## config.mk

```make
export PLATFORM = sky130hd
export DESIGN_NAME = div_seq_nbit_flat
export DESIGN_NICKNAME = d
export VERILOG_FILES = /design/src/rtl/div_seq_nbit_if.sv /design/src/rtl/div_seq_nbit.sv /design/src/flat_wrapper.sv
export SDC_FILE = /design/constraint.sdc
export NUM_CORES = 1
export LEC_CHECK = 0
export ABC_CLOCK_PERIOD_IN_PS = 3200
export CELL_PAD_IN_SITES_DETAIL_PLACEMENT = 0
export CELL_PAD_IN_SITES_GLOBAL_PLACEMENT = 1
export CORE_MARGIN = 2
export CORE_UTILIZATION = 42
export DETAILED_ROUTE_END_ITERATION = 12
export PLACE_DENSITY = 0.86
export SYNTH_ARGS = -nofsm -noshare
export SYNTH_HDL_FRONTEND = slang
export SYNTH_SLANG_ARGS = --single-unit
```

## constraint.sdc

```tcl
create_clock -name clk -period 3.2 [get_ports clk]
set_clock_uncertainty 0.15 [all_clocks]
set_input_delay 0.64 -clock clk [delete_from_list [all_inputs] [get_ports clk]]
set_output_delay 0.64 -clock clk [all_outputs]
set_load 0.05 [all_outputs]
```

## src/rtl/div_seq_nbit_if.sv

```systemverilog
// div_seq_nbit_if: operand/result bundle with start/busy/done handshake for div_seq_nbit
interface div_seq_nbit_if #(parameter int WIDTH = 4);
   logic start, busy, done, div_err;
   logic [WIDTH-1:0] dividend, divisor, quotient, remainder;
   modport master(output start, dividend, divisor, input busy, done, quotient, remainder, div_err);
   modport slave(input start, dividend, divisor, output busy, done, quotient, remainder, div_err);
endinterface

```

## src/rtl/div_seq_nbit.sv

```systemverilog
// div_seq_nbit: sequential unsigned restoring divider, one quotient bit per cycle.
// DIV_ZERO_DETECT_EN: zero divisor skips RUN and raises div_err with the result.
module div_seq_nbit #(parameter int WIDTH = 4) (
   input logic clk,
   input logic rst,
   div_seq_nbit_if.slave bus
);
   localparam int CW = $clog2(WIDTH);
   typedef enum logic [1:0] {IDLE, RUN, DONE} state_t;
   state_t state, state_nx;
   logic [CW-1:0] cnt;
   logic [WIDTH-1:0] rem, dvd, dsr, quo, rmd, rem_nx, dvd_nx, diff;
   logic [WIDTH:0] shifted;
   logic ge, accept, zero;
`ifdef DIV_ZERO_DETECT_EN
   logic err;
   assign zero = bus.divisor == '0;
   assign bus.div_err = err;
   always_ff @(posedge clk or posedge rst)
      if (rst) err <= 1'b0;
      else if (accept) err <= zero;
`else
   assign zero = 1'b0;
   assign bus.div_err = 1'b0;
`endif
   assign bus.busy = state == RUN;
   assign bus.done = state == DONE;
   assign bus.quotient = quo;
   assign bus.remainder = rmd;
   // ge is the WIDTH+1-bit trial compare; when it holds the true difference fits WIDTH bits
   always_comb begin
      accept = bus.start && state != RUN;
      shifted = {rem, dvd[WIDTH-1]};
      ge = shifted >= {1'b0, dsr};
      diff = shifted[WIDTH-1:0] - dsr;
      rem_nx = ge ? diff : shifted[WIDTH-1:0];
      dvd_nx = {dvd[WIDTH-2:0], ge};
      state_nx = state;
      if (accept) state_nx = zero ? DONE : RUN;
      else if (state == RUN && cnt == '0) state_nx = DONE;
      else if (state == DONE) state_nx = IDLE;
   end
   always_ff @(posedge clk or posedge rst)
      if (rst) state <= IDLE;
      else state <= state_nx;
   always_ff @(posedge clk or posedge rst)
      if (rst) begin
         cnt <= '0;
         rem <= '0;
         dvd <= '0;
         dsr <= '0;
         quo <= '0;
         rmd <= '0;
      end else if (accept) begin
         cnt <= CW'(WIDTH - 1);
         rem <= '0;
         dvd <= bus.dividend;
         dsr <= bus.divisor;
         if (zero) begin
            quo <= '1;
            rmd <= bus.dividend;
         end
      end else if (state == RUN) begin
         cnt <= cnt - 1'b1;
         rem <= rem_nx;
         dvd <= dvd_nx;
         if (cnt == '0) begin
            quo <= dvd_nx;
            rmd <= rem_nx;
         end
      end
endmodule

```

## src/flat_wrapper.sv

```systemverilog
// flat-port wrapper written by rule: the top's interface ports become plain ports
module div_seq_nbit_flat 
#(parameter int WIDTH = 4)
  (clk, rst, bus_start, bus_dividend, bus_divisor, bus_busy, bus_done, bus_quotient, bus_remainder, bus_div_err);
  div_seq_nbit_if #(.WIDTH(WIDTH)) bus_i ();
  input logic clk;
  input logic rst;
  input wire logic [$bits(bus_i.start)-1:0] bus_start;
  input wire logic [$bits(bus_i.dividend)-1:0] bus_dividend;
  input wire logic [$bits(bus_i.divisor)-1:0] bus_divisor;
  output wire logic [$bits(bus_i.busy)-1:0] bus_busy;
  output wire logic [$bits(bus_i.done)-1:0] bus_done;
  output wire logic [$bits(bus_i.quotient)-1:0] bus_quotient;
  output wire logic [$bits(bus_i.remainder)-1:0] bus_remainder;
  output wire logic [$bits(bus_i.div_err)-1:0] bus_div_err;
  assign bus_i.start = bus_start;
  assign bus_i.dividend = bus_dividend;
  assign bus_i.divisor = bus_divisor;
  assign bus_busy = bus_i.busy;
  assign bus_done = bus_i.done;
  assign bus_quotient = bus_i.quotient;
  assign bus_remainder = bus_i.remainder;
  assign bus_div_err = bus_i.div_err;
  div_seq_nbit #(.WIDTH(WIDTH)) u_core (.clk(clk), .rst(rst), .bus(bus_i));
endmodule
```

==> flow_summary.yaml <==
timing:
  rsz0062_at_grt: "false"
  period_needed_ns: 2.82
  finalCritPeriodShare_pct: 88.1
  worstMarginPinSlew_ns: 0.899
  finalSetupViolCount: 0
  hold_viol: 0
  final.setup.tns_ns: 0
  slew_viol_final: 0
  slew_headroom_pct: 40.0
  maxClockFrequency_mhz: 355
synthesis:
  syn_area_per_cell_um2: 10.8
  synth_edf_count: 0
  yosys-top-cells-area: "dfrtp_1 (49%), mux2_2 (6.4%), ha_1 (5.1%)"
  yosys_warnings: 0
  async_flop_share_pct: 100
  synthCells: 114
  ys_types: 30
  yosysSeqAreaShare_pct: 48.9
  synth_nets: 131
  yosysMostFrequentCell: "dfrtp_1"
  synth-seq-cells: 24
  synth_top_cell_by_area: "dfrtp_1"
  syn-cell-area_um2: 1230
  synth_top_area_share_pct: 48.9
  ys_top_cells_by_count: "dfrtp_1 (24), nand2_1 (13), inv_1 (10)"
  synthFlopType: "dfrtp_1"
floorplanning:
  dieArea_um2: 3370
  die_x_um: 58.1
  die_h_um: 58.1
  start_util_pct: 44.5
  rows: 19
  core_um2: 2760
  io_pins: 22
cts:
  cts_resized: 0
  clockBufferDepth: 2
  numCtsBuffers: 3
  h-tree-depth: 1
  clock-sinks: 24
  cts_root_buf: "clkbuf_4"
  postCtsSetupBuffers: 0
  holdBufCountCts: 0
  cts_tree: "built"
  clk_pin_slew_ns: 0.12
  clkLatencyLatePin_ns: 0.32
worst_setup_path:
  cp_slowest_cell: "clkdlybuf4s50_1"
  endpoint_kind: "primary output"
  crit_fanout: 11
  reg2reg_depth: 5
  startpoint_type: "register"
  worst-r2r-setup-slack_ns: 1.09
  crit_type: "reg -> out"
  crit_family: "buffers and inverters"
  r2r_end: "u_core.bus.quotient[3]"
  arrival_ns: 2.03
  critical-path-max-stage-delay_ns: 0.81
  worstPathCellList: "nand2b_1 > inv_1 > clkdlybuf4s50_1"
  cp.buffers_inverters: 2
  crit_required_ns: 2.41
  rr_startpoint: "u_core.state[1]"
  crit_cells: 3
place:
  place_area_um2: 1450
  dp_hpwl_um: 1700
  io_buffers: 20
  gp_congestion: 0.782
global_route:
  grt_start_max_net_pins: 25
  grt_util_met3_pct: 2.01
  grt_overflow_total: 0
  grt_use_met2_pct: 26.3
  grt_pass1_wl_um: 4160
  antenna_found_initial: 0
  use_met1_pct: 21.6
  grt_usage_pct: 16.4
  grt_pass1_vias: 916
  gr-max-usage-layer: "met2"
status:
  outcome: "complete, no violations"
hold_path:
  min_from: "u_core.bus.remainder[0]"
  hold_depth: 2
  hold_path_class: "reg -> reg"
  hold-path-endpoint: "u_core.bus.remainder[0]"
cells_and_area:
  seq_area_um2: 601
  multi_input_area_um2: 564
  fill_cells: 249
  nets: 152
  layout-drive-gt1-share_pct: 14.9
  fin_area_um2: 1500
  antenna-diode-count: 0
  area_growth_pct: 22.3
flow_run:
  drv_cap: 0
detailed_routing:
  drc_errors: 0
  wl_um: 2240
  dr.first_iter.drc_count: 18
  drtPass1Iterations: 4
  viasPerCell: 5.21
  ant_nets: 0
  avgRoutedWirePerCell_um: 13.6
  vias: 860
## layout make-up
type	instances	area share, %
Inverter	10	2.50
Multi-Input combinational cell	75	37.6
Timing Repair Buffer	21	13.8
Tap cell	31	2.58
Clock buffer	3	1.50
Sequential cell	24	40.0
Clock inverter	1	2.00
## through the flow
| step | hold WS [ns] | instances | utilization (%) | setup slack [ns] |
|---|---|---|---|---|
| floorplan | 0.295 | 114 | - | 1.19 |
| global placement | 0.309 | 161 | 52.5 | 0.764 |
| detailed placement | 0.324 | 161 | 52.5 | 0.741 |
| CTS | 0.355 | 165 | 54.4 | 0.374 |
| global route | 0.388 | 165 | 54.4 | 0.256 |
| finish | 0.349 | 165 | 54.4 | 0.379 |
## kinds of logic after synthesis
family	Yosys count	share of synthesized area [%]
AO/OA/AOI/OAI	25	13.6
XOR/XNOR	1	0.714
adder cells (fa/ha/maj)	6	6.73
buffers and inverters	15	5.10
flip-flops	24	48.9
multiplexers	14	12.9
other	1	0.306
AND/OR/NAND/NOR	28	11.7
## worst max-delay path by stage
stage,startpoint,endpoint,slack (ns)
finish,u_core.state[1],bus_busy,0.38
global route,u_core.state[1],bus_busy,0.26
CTS,u_core.state[1],bus_busy,0.37
detailed placement,u_core.state[1],bus_busy,0.74
global placement,u_core.state[1],bus_busy,0.76
floorplan,u_core.state[1],bus_busy,1.19
## cell usage in the layout (no fill, tap or decap), drive strengths merged, types with 2 or more instances in the layout
cell type       n
dfrtp          24
clkdlybuf4s50  20
o21ai          17
nand2          13
inv            10
mux2            9
mux2i           5
ha              5
nor2b           4
a21oi           4
nand3b          3
clkbuf          3
nor3            2
## layer usage
metal,share of wire [%],vias up
met4,2.8,0
met3,3.7,6
met2,48,23
li1,-,426
met1,45,405
met5,0,-
## worst min-delay path, stage by stage (launching register included)
cell	delay, ns
dfrtp_1	0.37
nand2_1	0.06
o21ai_2	0.05
## state kept, by name, summed over array words and instances, names as in the netlist
register,count
u_core.bus.quotient,4
u_core.bus.remainder,4
u_core.cnt,2
u_core.dsr,4
u_core.dvd,4
u_core.rem,4
u_core.state,2
Power is left out: the tool's default activity adds up to more than one toggle a clock period on the data nets, which glitch-free logic cannot reach.
